--- config.mk ---
export PLATFORM = sky130hd
export DESIGN_NAME = ntt_carry_resolve
export DESIGN_NICKNAME = d
export VERILOG_FILES = /design/src/rtl/ntt_carry_resolve.sv
export SDC_FILE = /design/constraint.sdc
export NUM_CORES = 1
export LEC_CHECK = 0
export ABC_CLOCK_PERIOD_IN_PS = 3800
export BUFFER_PORTS_ARGS = -buffer_cell sky130_fd_sc_hd__buf_2
export CAP_MARGIN = 10
export CORE_UTILIZATION = 30
export CTS_CLUSTER_SIZE = 24
export DETAILED_ROUTE_END_ITERATION = 8
export GPL_ROUTABILITY_DRIVEN = 0
export GPL_TIMING_DRIVEN = 1
export PLACE_DENSITY_LB_ADDON = 0.25
export SETUP_SLACK_MARGIN = 0.1
export SLEW_MARGIN = 10
export SYNTH_ARGS = -nofsm -noshare
export SYNTH_HDL_FRONTEND = slang
export SYNTH_SLANG_ARGS = --single-unit
export TNS_END_PERCENT = 1
--- constraint.sdc ---
create_clock -name clk -period 3.8 [get_ports clk]
set_input_delay 0.38 -clock clk [delete_from_list [all_inputs] [get_ports clk]]
set_output_delay 0.38 -clock clk [all_outputs]
set_load 0.01 [all_outputs]
--- src/rtl/ntt_carry_resolve.sv ---
// Carry resolver for NTT convolution output: folds each coefficient plus the running carry
// into one radix-2^DIGW digit, then flushes the residual carry after the last coefficient.
module ntt_carry_resolve #(
   parameter int COEFW = 32,
   parameter int DIGW  = 8,
   parameter int CNTW  = 16
) (
   input  logic             clk,
   input  logic             rst,
   input  logic             in_valid_i,
   output logic             in_ready_o,
   input  logic [COEFW-1:0] in_data_i,
   input  logic             in_last_i,
   output logic             out_valid_o,
   input  logic             out_ready_i,
   output logic [DIGW-1:0]  out_digit_o,
   output logic             out_last_o,
   output logic [CNTW-1:0]  digit_count_o,
   output logic             done_o
);

   localparam int CARW = COEFW - DIGW + 1;

   typedef enum logic [1:0] {
      S_RUN   = 2'd0,
      S_FLUSH = 2'd1,
      S_DONE  = 2'd2
   } state_t;

   state_t            state_q, state_d;
   logic [CARW-1:0]   carry_q, carry_d;
   logic              ov_q, ov_d;
   logic [DIGW-1:0]   digit_q, digit_d;
   logic              olast_q, olast_d;
   logic [CNTW-1:0]   cnt_q, cnt_d;
   logic              first_q, first_d;

   logic              free_s, out_hs_s, last_pend_s, in_xfer_s;
   logic [COEFW:0]    acc_s;
   logic [CARW-1:0]   acc_carry_s, flush_carry_s;

   assign free_s        = !ov_q || out_ready_i;
   assign out_hs_s      = ov_q && out_ready_i;
   assign last_pend_s   = ov_q && olast_q;
   assign in_xfer_s     = in_valid_i && in_ready_o;
   assign acc_s         = {1'b0, in_data_i} + {{DIGW{1'b0}}, carry_q};
   assign acc_carry_s   = acc_s[COEFW:DIGW];
   assign flush_carry_s = carry_q >> DIGW;

   // FSM state register
   always_ff @(posedge clk) begin
      if (rst) begin
         state_q <= S_RUN;
      end else begin
         state_q <= state_d;
      end
   end

   // FSM next-state logic
   always_comb begin
      state_d = state_q;
      case (state_q)
         S_RUN: begin
            if (in_xfer_s && in_last_i && (acc_carry_s != {CARW{1'b0}})) begin
               state_d = S_FLUSH;
            end else if (last_pend_s && out_ready_i) begin
               state_d = S_DONE;
            end else begin
               state_d = S_RUN;
            end
         end
         S_FLUSH: begin
            if (last_pend_s && out_ready_i) begin
               state_d = S_DONE;
            end else begin
               state_d = S_FLUSH;
            end
         end
         S_DONE:  state_d = S_RUN;
         default: state_d = S_RUN;
      endcase
   end

   // FSM outputs; once the final digit is loaded no further beat may enter the frame
   always_comb begin
      in_ready_o = 1'b0;
      done_o     = 1'b0;
      case (state_q)
         S_RUN:   in_ready_o = !rst && free_s && !last_pend_s;
         S_FLUSH: in_ready_o = 1'b0;
         S_DONE:  done_o     = 1'b1;
         default: in_ready_o = 1'b0;
      endcase
   end

   // Datapath next-state: digit register, carry, counter, new-frame flag
   always_comb begin
      carry_d = carry_q;
      ov_d    = ov_q && !out_ready_i;
      digit_d = digit_q;
      olast_d = olast_q;
      cnt_d   = cnt_q + CNTW'(out_hs_s);
      first_d = first_q;
      if (in_xfer_s) begin
         ov_d    = 1'b1;
         digit_d = acc_s[DIGW-1:0];
         carry_d = acc_carry_s;
         olast_d = in_last_i && (acc_carry_s == {CARW{1'b0}});
         first_d = 1'b0;
         if (first_q) begin
            cnt_d = CNTW'(out_hs_s);
         end else begin
            cnt_d = cnt_q + CNTW'(out_hs_s);
         end
      end else if ((state_q == S_FLUSH) && free_s && !last_pend_s) begin
         ov_d    = 1'b1;
         digit_d = carry_q[DIGW-1:0];
         carry_d = flush_carry_s;
         olast_d = (flush_carry_s == {CARW{1'b0}});
      end else if (state_q == S_DONE) begin
         carry_d = {CARW{1'b0}};
         first_d = 1'b1;
      end else begin
         first_d = first_q;
      end
   end

   // Datapath registers
   always_ff @(posedge clk) begin
      if (rst) begin
         carry_q <= {CARW{1'b0}};
         ov_q    <= 1'b0;
         digit_q <= {DIGW{1'b0}};
         olast_q <= 1'b0;
         cnt_q   <= {CNTW{1'b0}};
         first_q <= 1'b1;
      end else begin
         carry_q <= carry_d;
         ov_q    <= ov_d;
         digit_q <= digit_d;
         olast_q <= olast_d;
         cnt_q   <= cnt_d;
         first_q <= first_d;
      end
   end

   assign out_valid_o   = ov_q;
   assign out_digit_o   = digit_q;
   assign out_last_o    = olast_q;
   assign digit_count_o = cnt_q;

endmodule

==> results.yml, run 1 <==
synth:
  ys_async_sr_fraction_pct: 0
  synth_seq_area_share_pct: 27.91
  synth-main-ff-cell: "dfxtp_1"
  yosysTopAreaCell: "dfxtp_1"
  synth.area.top_cells: "dfxtp_1 (28%), ha_1 (8.7%), nor2_1 (6.6%)"
  ys_ff_latch: 54
  ys_warn_count: 0
  syn_area_per_cell_um2: 7.873
  synth_cells: 492
  ys_types: 61
  synth_edf_count: 0
  synthesis.area_um2: 3874
  synth_top_area_share_pct: 27.91
  synthesis.nets: 557
floorplan:
  io_pins: 65
  num_rows: 41
  die-height_um: 115.6
  die-area_um2: 13370
  die_x_um: 115.6
  initial_core_util_pct: 30.70
  coreArea_um2: 12620
finish:
  final_cell_mix: "nor2_1 (68), buf_2 (64), dfxtp_1 (54), nand2_1 (53), a21oi_1 (40)"
  diodes: 0
  final_area_um2: 4522
  final_common_cell: "nor2_1"
  area_growth_pct: 16.73
  fin_cells: 721
  fin_util_pct: 35.83
  drive_gt1_share_pct: 17.30
  nets: 613
  n_fill_cell: 1372
hold_path:
  hold_path_class: "input port to register"
  min_path_cells: 2
  min_to: "state_q[0]$_SDFF_PP0_"
  holdCritStartpoint: "in_last_i"
worst_setup_path:
  arrival_ns: 3.75
  crit_path_max_incr_delay_ns: 0.47
  path_cells: "ha_2 -> fa_1 -> a21o_2 -> a221o_1 -> and3_4 -> or4_4 -> a32oi_1 -> or4b_1 -> nor4_2 -> nand4_1 -> a32o_2"
  startpoint: "carry_q[0]$_SDFFE_PP0P_"
  path_class: "register to register"
  rrSetupSlack_ns: 0.23
  r2r-start: "carry_q[0]$_SDFFE_PP0P_"
  rr_worst_depth: 11
  path_buf_inv: 0
  crit_family: "simple AND/OR/NAND/NOR gates"
  crit_slowest_cell: "or4_4"
  worst_setup_path_end_kind: "register"
  start_kind: "register"
  path_max_fanout: 3
  r2r-end: "state_q[0]$_SDFF_PP0_"
  worst_ep_required_time_ns: 3.99
detailed_routing:
  drc: 0
  dr_total_vias: 3916
  wire_per_inst_um: 15.67
  routed_wl_um: 11300
  drtPass1Iterations: 6
  postRouteAntennaNets: 0
  avgViaCountPerCell: 5.431
  drt_iter0_drc: 333
timing:
  worstMarginPinSlew_ns: 1.026
  period_share_pct: 93.83
  whs_ns: 0.3501
  setup_viol: 0
  hold_violations: 0
  rsz0062_at_grt: "false"
  post-route-min-period_ns: 3.566
  max_freq_ghz: 0.2805
  relSlewSlack_pct: 31.41
  drv_slew: 0
  setup_ws_ns: 0.2344
  setup_tns_ns: 0
  fin_skew_ns: 0.003865
clock_tree:
  post-cts-setup-buffer-count: 0
  clk_latency_ns: 0.29
  root_buffer: "clkbuf_16"
  cts_buffer_depth: 2
  clock-sinks: 54
  h-tree-depth: 2
  tritoncts: "done"
  path_clk_slew_ns: 0.08
  cts_hold_buffers: 0
  cts_resized: 0
  numCtsBuffers: 5
placement:
  dp_hpwl_um: 8798
  numPortBuffers: 64
  placed_cells: 713
  dpl_cell_area_um2: 4364
  place_ws_ns: 0.01514
power:
  ir_worst_vdd_mv: 0.2171
  power.leakage_nw: 1.948
  power.total_mw: 1.547
  power-per-cell-area_nw_per_um2: 342.2
global_route:
  groute.usage.overall_pct: 17.31
  grt_max_degree: 41
  antenna_found_initial: 0
  grt_overflow_total: 0
  grt_pass1_wl_um: 18350
  grt_pass1_vias: 3684
job:
  maxCapViolations: 0
run_status:
  status: "complete, no violations"
cells by family (layout without fill, tap and decap cells):
logic type	count (synthesis)	after routing	synth area share, %
and+or+nand+nor	191	191	23.16
DFF	54	54	27.91
buffers and inverters	30	87	3.682
xor gates and xnor gates	38	38	8.592
AOI/OAI and AO/OA	149	149	26.87
adders and majority gates	28	28	9.238
muxes	2	2	0.5491
per-layer routing:
metal / vias to the layer above / routed length, um / track usage (%)
met5: - / 0 / 0
met4: 0 / 232 / 4.872
met2: 134 / 5176 / 29.18
met1: 1813 / 5280 / 22.90
met3: 20 / 611 / 2.667
li1: 1949 / - / -
sequential cells by signal, indices dropped and copies added (netlist names):
| signal | cells |
|---|---|
| out_last_o | 1 |
| out_valid_o | 1 |
| digit_count_o | 16 |
| out_digit_o | 8 |
| carry_q | 25 |
| state_q | 2 |
| first_q | 1 |
synthesized netlist by cell type, types with 8 or more instances:
cell type  instances
o21ai_0           22
xor2_1            17
nor2_1            68
nand2_1           53
clkbuf_1          18
a21oi_1           40
nand4_1            9
xnor2_1           21
a22oi_1           16
a21o_1             9
ha_1              27
dfxtp_1           54
nand3_1           13
a222oi_1          15
and3_1             8
nor3_1             9
layout make-up:
type	instances	area, um^2	share of cell area (%)
well taps	172	215.2	4.759
multi-input cells	408	2665	58.94
repair buffers	72	380.4	8.412
inverters	7	26.28	0.5811
flip-flops and latches	54	1081	23.91
clock buffers	5	125.1	2.767
clock inverters	3	28.78	0.6364
worst max-delay path by stage:
| stage | endpoint | slack (ns) | cells after the start |
|---|---|---|---|
| floorplan | state_q[0]$_SDFF_PP0_ | 0.32 | 11 |
| global placement | state_q[0]$_SDFF_PP0_ | 0.06 | 12 |
| detailed placement | state_q[0]$_SDFF_PP0_ | 0.02 | 12 |
| CTS | state_q[0]$_SDFF_PP0_ | 0.17 | 11 |
| global route | state_q[0]$_SDFF_PP0_ | 0.11 | 11 |
| finish | state_q[0]$_SDFF_PP0_ | 0.23 | 11 |
power breakdown:
part	switching, mW	internal (mW)	leakage, nW
Sequential	0.0321	0.595	0.439
Clock	0.231	0.253	0.0763
Combinational	0.261	0.176	1.43
Total	0.523	1.02	1.95
Power figures use the tool's default switching activity.
==> run 2, diff against run 1 <==
ABC_CLOCK_PERIOD_IN_PS = 3300   (was 3800)
clock period = 3.3 ns   (was 3.8 ns; I/O delays follow)
==> run 2 against run 1 <==
Compared with the run above: the run now ends with setup timing left; highest routed layer unchanged; largest power group unchanged; critical path type unchanged; global-route usage increased by 0.29 points; hold slack got worse by 0.037 ns; combinational power increased by 29%.
==> results.yml, run 2 (same netlist as run 1, synthesis figures left out) <==
finish:
  final_common_cell: "nor2_1"
  fin_util_pct: 38.03
  drive_gt1_share_pct: 23.02
  diodes: 0
  nets: 646
  n_fill_cell: 1354
  largest_reg_flops: 25
  final_area_um2: 4800
  fin_cells: 754
  area_growth_pct: 23.90
  regMostFlops: "carry_q"
  final_cell_mix: "nor2_1 (68), buf_2 (64), nand2_1 (53), dfxtp_1 (53), buf_4 (41)"
clock_tree:
  h-tree-depth: 2
  clock-sinks: 54
  cts_buffer_depth: 2
  numCtsBuffers: 5
  clk_latency_ns: 0.30
  root_buffer: "clkbuf_16"
  path_clk_slew_ns: 0.08
  tritoncts: "done"
power:
  power-per-cell-area_nw_per_um2: 382.1
  power.leakage_nw: 2.114
  ir_worst_vdd_mv: 0.2324
job:
  maxCapViolations: 0
detailed_routing:
  drc: 0
  dr_total_vias: 4022
  avgViaCountPerCell: 5.334
  routed_wl_um: 11700
  drtPass1Iterations: 6
  postRouteAntennaNets: 0
  wire_per_inst_um: 15.52
  drt_iter0_drc: 352
global_route:
  grt_pass1_vias: 3840
  grt_max_degree: 41
  grt_overflow_total: 0
  grt_pass1_wl_um: 18530
  groute.usage.overall_pct: 17.61
  antenna_found_initial: 0
timing:
  fin_skew_ns: 0.008657
  setup_viol: 2
  whs_ns: 0.3129
  hold_violations: 0
  drv_slew: 0
  post-route-min-period_ns: 3.428
  worstMarginPinSlew_ns: 0.7435
  period_share_pct: 103.9
  rsz0062_at_grt: "true"
  max_freq_ghz: 0.2917
  relSlewSlack_pct: 49.15
  setup_ws_ns: -0.1283
worst_setup_path:
  worst_ep_required_time_ns: 3.49
  worst_setup_path_end_kind: "register"
  crit_path_max_incr_delay_ns: 0.49
  path_class: "register to register"
  arrival_ns: 3.61
  path_max_fanout: 3
  start_kind: "register"
  crit_slowest_cell: "or4b_4"
  path_cells: "ha_4 -> fa_2 -> a21o_2 -> a221o_1 -> and3_4 -> or4_4 -> a32oi_1 -> or4b_4 -> nor4_2 -> nand4_1 -> a32o_2"
placement:
  place_ws_ns: -0.2769
  dpl_cell_area_um2: 4614
  dp_hpwl_um: 9245
  numPortBuffers: 64
  placed_cells: 745
run_status:
  failed_checks: "setup timing"
  status: "complete, but fails checks"
floorplan:
  initial_core_util_pct: 30.70
  num_rows: 41
  die-area_um2: 13370
  die_x_um: 115.6
  die-height_um: 115.6
  coreArea_um2: 12620
  io_pins: 65
hold_path:
  hold_path_class: "input port to register"
==> run 2: critical path: cells and delay by family (launching register included) <==
family / cells / cell delay, ns
flip-flops: 1 / 0.34
AO/OA/AOI/OAI: 4 / 1.03
AND/OR/NAND/NOR: 5 / 1.40
adder cells (fa/ha/maj): 2 / 0.54
==> run 2: area by class of cell <==
| class | instances | area (um^2) | share of cell area (%) |
|---|---|---|---|
| clock buffer | 5 | 125.1 | 2.607 |
| inverter | 7 | 26.28 | 0.5474 |
| clock inverter | 3 | 28.78 | 0.5996 |
| sequential | 54 | 1082 | 22.55 |
| tap | 172 | 215.2 | 4.484 |
| timing repair buffer | 105 | 628.1 | 13.09 |
| multi-input combinational | 408 | 2694 | 56.13 |
==> run 2: metal layers <==
metal  global-route usage [%]  wire length, um  vias to the layer above
met2                    29.58             5296                      125
met4                    7.009              362                        0
met1                    22.83             5513                     1853
met5                        0                0                        -
met3                    2.354              528                       27
li1                         -                -                     2017
==> run 2: final timing paths <==
path | startpoint | to | slack (ns) | depth (start not counted)
hold / removal | in_last_i | state_q[0]$_SDFF_PP0_ | 0.31 | 2
setup / recovery | carry_q[0]$_SDFFE_PP0P_ | state_q[0]$_SDFF_PP0_ | -0.13 | 11
hold reg to reg | out_digit_o[1]$_SDFFE_PP0P_ | out_digit_o[1]$_SDFFE_PP0P_ | 0.46 | 2
setup reg to reg | carry_q[0]$_SDFFE_PP0P_ | state_q[0]$_SDFF_PP0_ | -0.13 | 11
==> run 2: power breakdown <==
part	internal, mW	switching [mW]	leakage [nW]
combinational	0.245	0.317	1.60
sequential	0.685	0.0335	0.439
clock	0.290	0.263	0.0759
total	1.22	0.614	2.11
==> run 2: repair_timing <==
action	in CTS	in global routing
hold buffers	0	0
pin swaps	2	0
hold endpoints to repair	0	0
resized for setup	2	4
buffers inserted	1	0
setup endpoints to repair	2	3
==> run 2: through the flow <==
stage	TNS (ns)	power, mW
floorplan	0	1.084
global placement	-0.2464	1.282
detailed placement	-0.3880	1.284
CTS	-0.1894	1.831
global route	-0.4853	1.930
finish	-0.2064	1.834
==> run 3, diff against run 2 <==
ABC_CLOCK_PERIOD_IN_PS = 3900   (was 3300)
CAP_MARGIN = default   (was 10)
CORE_MARGIN = 2   (was default)
clock period = 3.9 ns   (was 3.3 ns; I/O delays follow)
==> run 3 against run 2 <==
Compared with the run above: the flow now finishes without violations; hold slack better by 0.050 ns; die area is 3.5% higher; global-route usage is 1.1 points lower; fmax is 7.2% lower.
==> results.yml, run 3 (same netlist as run 1, synthesis figures left out) <==
run_status:
  status: "complete, no violations"
clock_tree:
  clk_latency_ns: 0.30
  cts_buffer_depth: 2
  root_buffer: "clkbuf_16"
  post-cts-setup-buffer-count: 0
  cts_resized: 0
  path_clk_slew_ns: 0.08
  numCtsBuffers: 5
  clock-sinks: 54
  h-tree-depth: 2
  cts_hold_buffers: 0
  tritoncts: "done"
hold_path:
  min_to: "state_q[0]$_SDFF_PP0_"
  hold_path_class: "input port to register"
  holdCritStartpoint: "in_last_i"
  min_path_cells: 2
finish:
  final_area_um2: 4487
  nets: 609
  drive_gt1_share_pct: 16.51
  diodes: 0
  fin_cells: 717
  area_growth_pct: 15.83
  regMostFlops: "carry_q"
  final_common_cell: "nor2_1"
  fin_util_pct: 35.55
  largest_reg_flops: 25
  n_fill_cell: 1406
  final_cell_mix: "nor2_1 (68), buf_2 (64), dfxtp_1 (54), nand2_1 (53), a21oi_1 (40)"
timing:
  hold_violations: 0
  relSlewSlack_pct: 30.09
  worstMarginPinSlew_ns: 1.045
  drv_slew: 0
  fin_skew_ns: 0.009314
  setup_viol: 0
  max_freq_ghz: 0.2708
  rsz0062_at_grt: "false"
  post-route-min-period_ns: 3.693
  setup_tns_ns: 0
  period_share_pct: 94.69
  whs_ns: 0.3634
detailed_routing:
  postRouteAntennaNets: 0
  drtPass1Iterations: 7
  dr_total_vias: 3945
  drc: 0
  avgViaCountPerCell: 5.502
  routed_wl_um: 11600
  wire_per_inst_um: 16.18
  drt_iter0_drc: 340
floorplan:
  coreArea_um2: 12620
  io_pins: 65
  num_rows: 41
  die_x_um: 117.6
  die-height_um: 117.6
  die-area_um2: 13840
  initial_core_util_pct: 30.70
worst_setup_path:
  r2r-end: "state_q[0]$_SDFF_PP0_"
  worst_setup_path_end_kind: "register"
  path_max_fanout: 5
  path_class: "register to register"
  worst_ep_required_time_ns: 4.09
  start_kind: "register"
  path_buf_inv: 0
  crit_slowest_cell: "or4_4"
  rrSetupSlack_ns: 0.21
  arrival_ns: 3.88
  crit_path_max_incr_delay_ns: 0.48
  r2r-start: "carry_q[0]$_SDFFE_PP0P_"
  crit_family: "simple AND/OR/NAND/NOR gates"
  path_cells: "ha_1 -> fa_1 -> a21o_2 -> a221o_1 -> and3_4 -> or4_4 -> a32oi_1 -> or4b_1 -> nor4_2 -> nand4_1 -> a32o_2"
  rr_worst_depth: 11
placement:
  numPortBuffers: 64
  dpl_cell_area_um2: 4334
  placed_cells: 709
  dp_hpwl_um: 8822
power:
  power.switching_mw: 0.5101
  ir_worst_vdd_mv: 0.1595
  pwr-share-clk_pct: 31.3
  power-per-cell-area_nw_per_um2: 334.8
  p_int_mw: 0.9922
  power.leakage_nw: 1.927
  pwr-share-seq_pct: 40.7
  p_comb_share_pct: 28.0
  sw_frac_of_total_pct: 33.96
global_route:
  grt_overflow_total: 0
  grt_max_degree: 42
  grt_pass1_wl_um: 18710
  antenna_found_initial: 1
  grt_pass1_vias: 3658
  groute.usage.overall_pct: 16.55
job:
  maxCapViolations: 0
## run 3: power groups by stage
| stage | combinational [mW] | clock (mW) | sequential, mW |
|---|---|---|---|
| after floorplan | 0.300 | 0 | 0.615 |
| after global placement | 0.414 | 0 | 0.623 |
| after detailed placement | 0.416 | 0 | 0.623 |
| after CTS | 0.418 | 0.480 | 0.610 |
| after global routing | 0.468 | 0.506 | 0.615 |
| final | 0.421 | 0.470 | 0.611 |
## run 3: metrics by stage
step | power, mW | setup WS [ns]
floorplan | 0.9153 | 0.4075
global placement | 1.037 | 0.07543
detailed placement | 1.039 | 0.03893
CTS | 1.509 | 0.2150
global route | 1.588 | 0.1013
finish | 1.502 | 0.2070
## run 3: routing by layer
| metal | vias up | wire [um] | global-route usage (%) |
|---|---|---|---|
| met5 | - | 13 | 0 |
| met4 | 2 | 237 | 3.991 |
| met2 | 138 | 5334 | 27.29 |
| met1 | 1843 | 5304 | 22.19 |
| met3 | 20 | 713 | 3.295 |
| li1 | 1942 | - | - |
## run 3: worst max-delay path by stage
stage,startpoint,to,slack [ns],cells past startpoint
after global routing,carry_q[0]$_SDFFE_PP0P_,state_q[0]$_SDFF_PP0_,0.10,11
final,carry_q[0]$_SDFFE_PP0P_,state_q[0]$_SDFF_PP0_,0.21,11
after detailed placement,in_data_i[0],state_q[0]$_SDFF_PP0_,0.04,12
after CTS,carry_q[0]$_SDFFE_PP0P_,state_q[0]$_SDFF_PP0_,0.21,11
after global placement,in_data_i[0],state_q[0]$_SDFF_PP0_,0.08,12
after floorplan,in_data_i[0],state_q[0]$_SDFF_PP0_,0.41,11
## run 3: layout make-up
class | count | area, um^2 | area share, %
clock buffers | 5 | 125.1 | 2.789
clock inverters | 3 | 26.28 | 0.5856
inverters | 7 | 26.28 | 0.5856
multi-input cells | 408 | 2663 | 59.34
flip-flops and latches | 54 | 1081 | 24.09
well taps | 172 | 215.2 | 4.796
repair buffers | 68 | 350.3 | 7.808
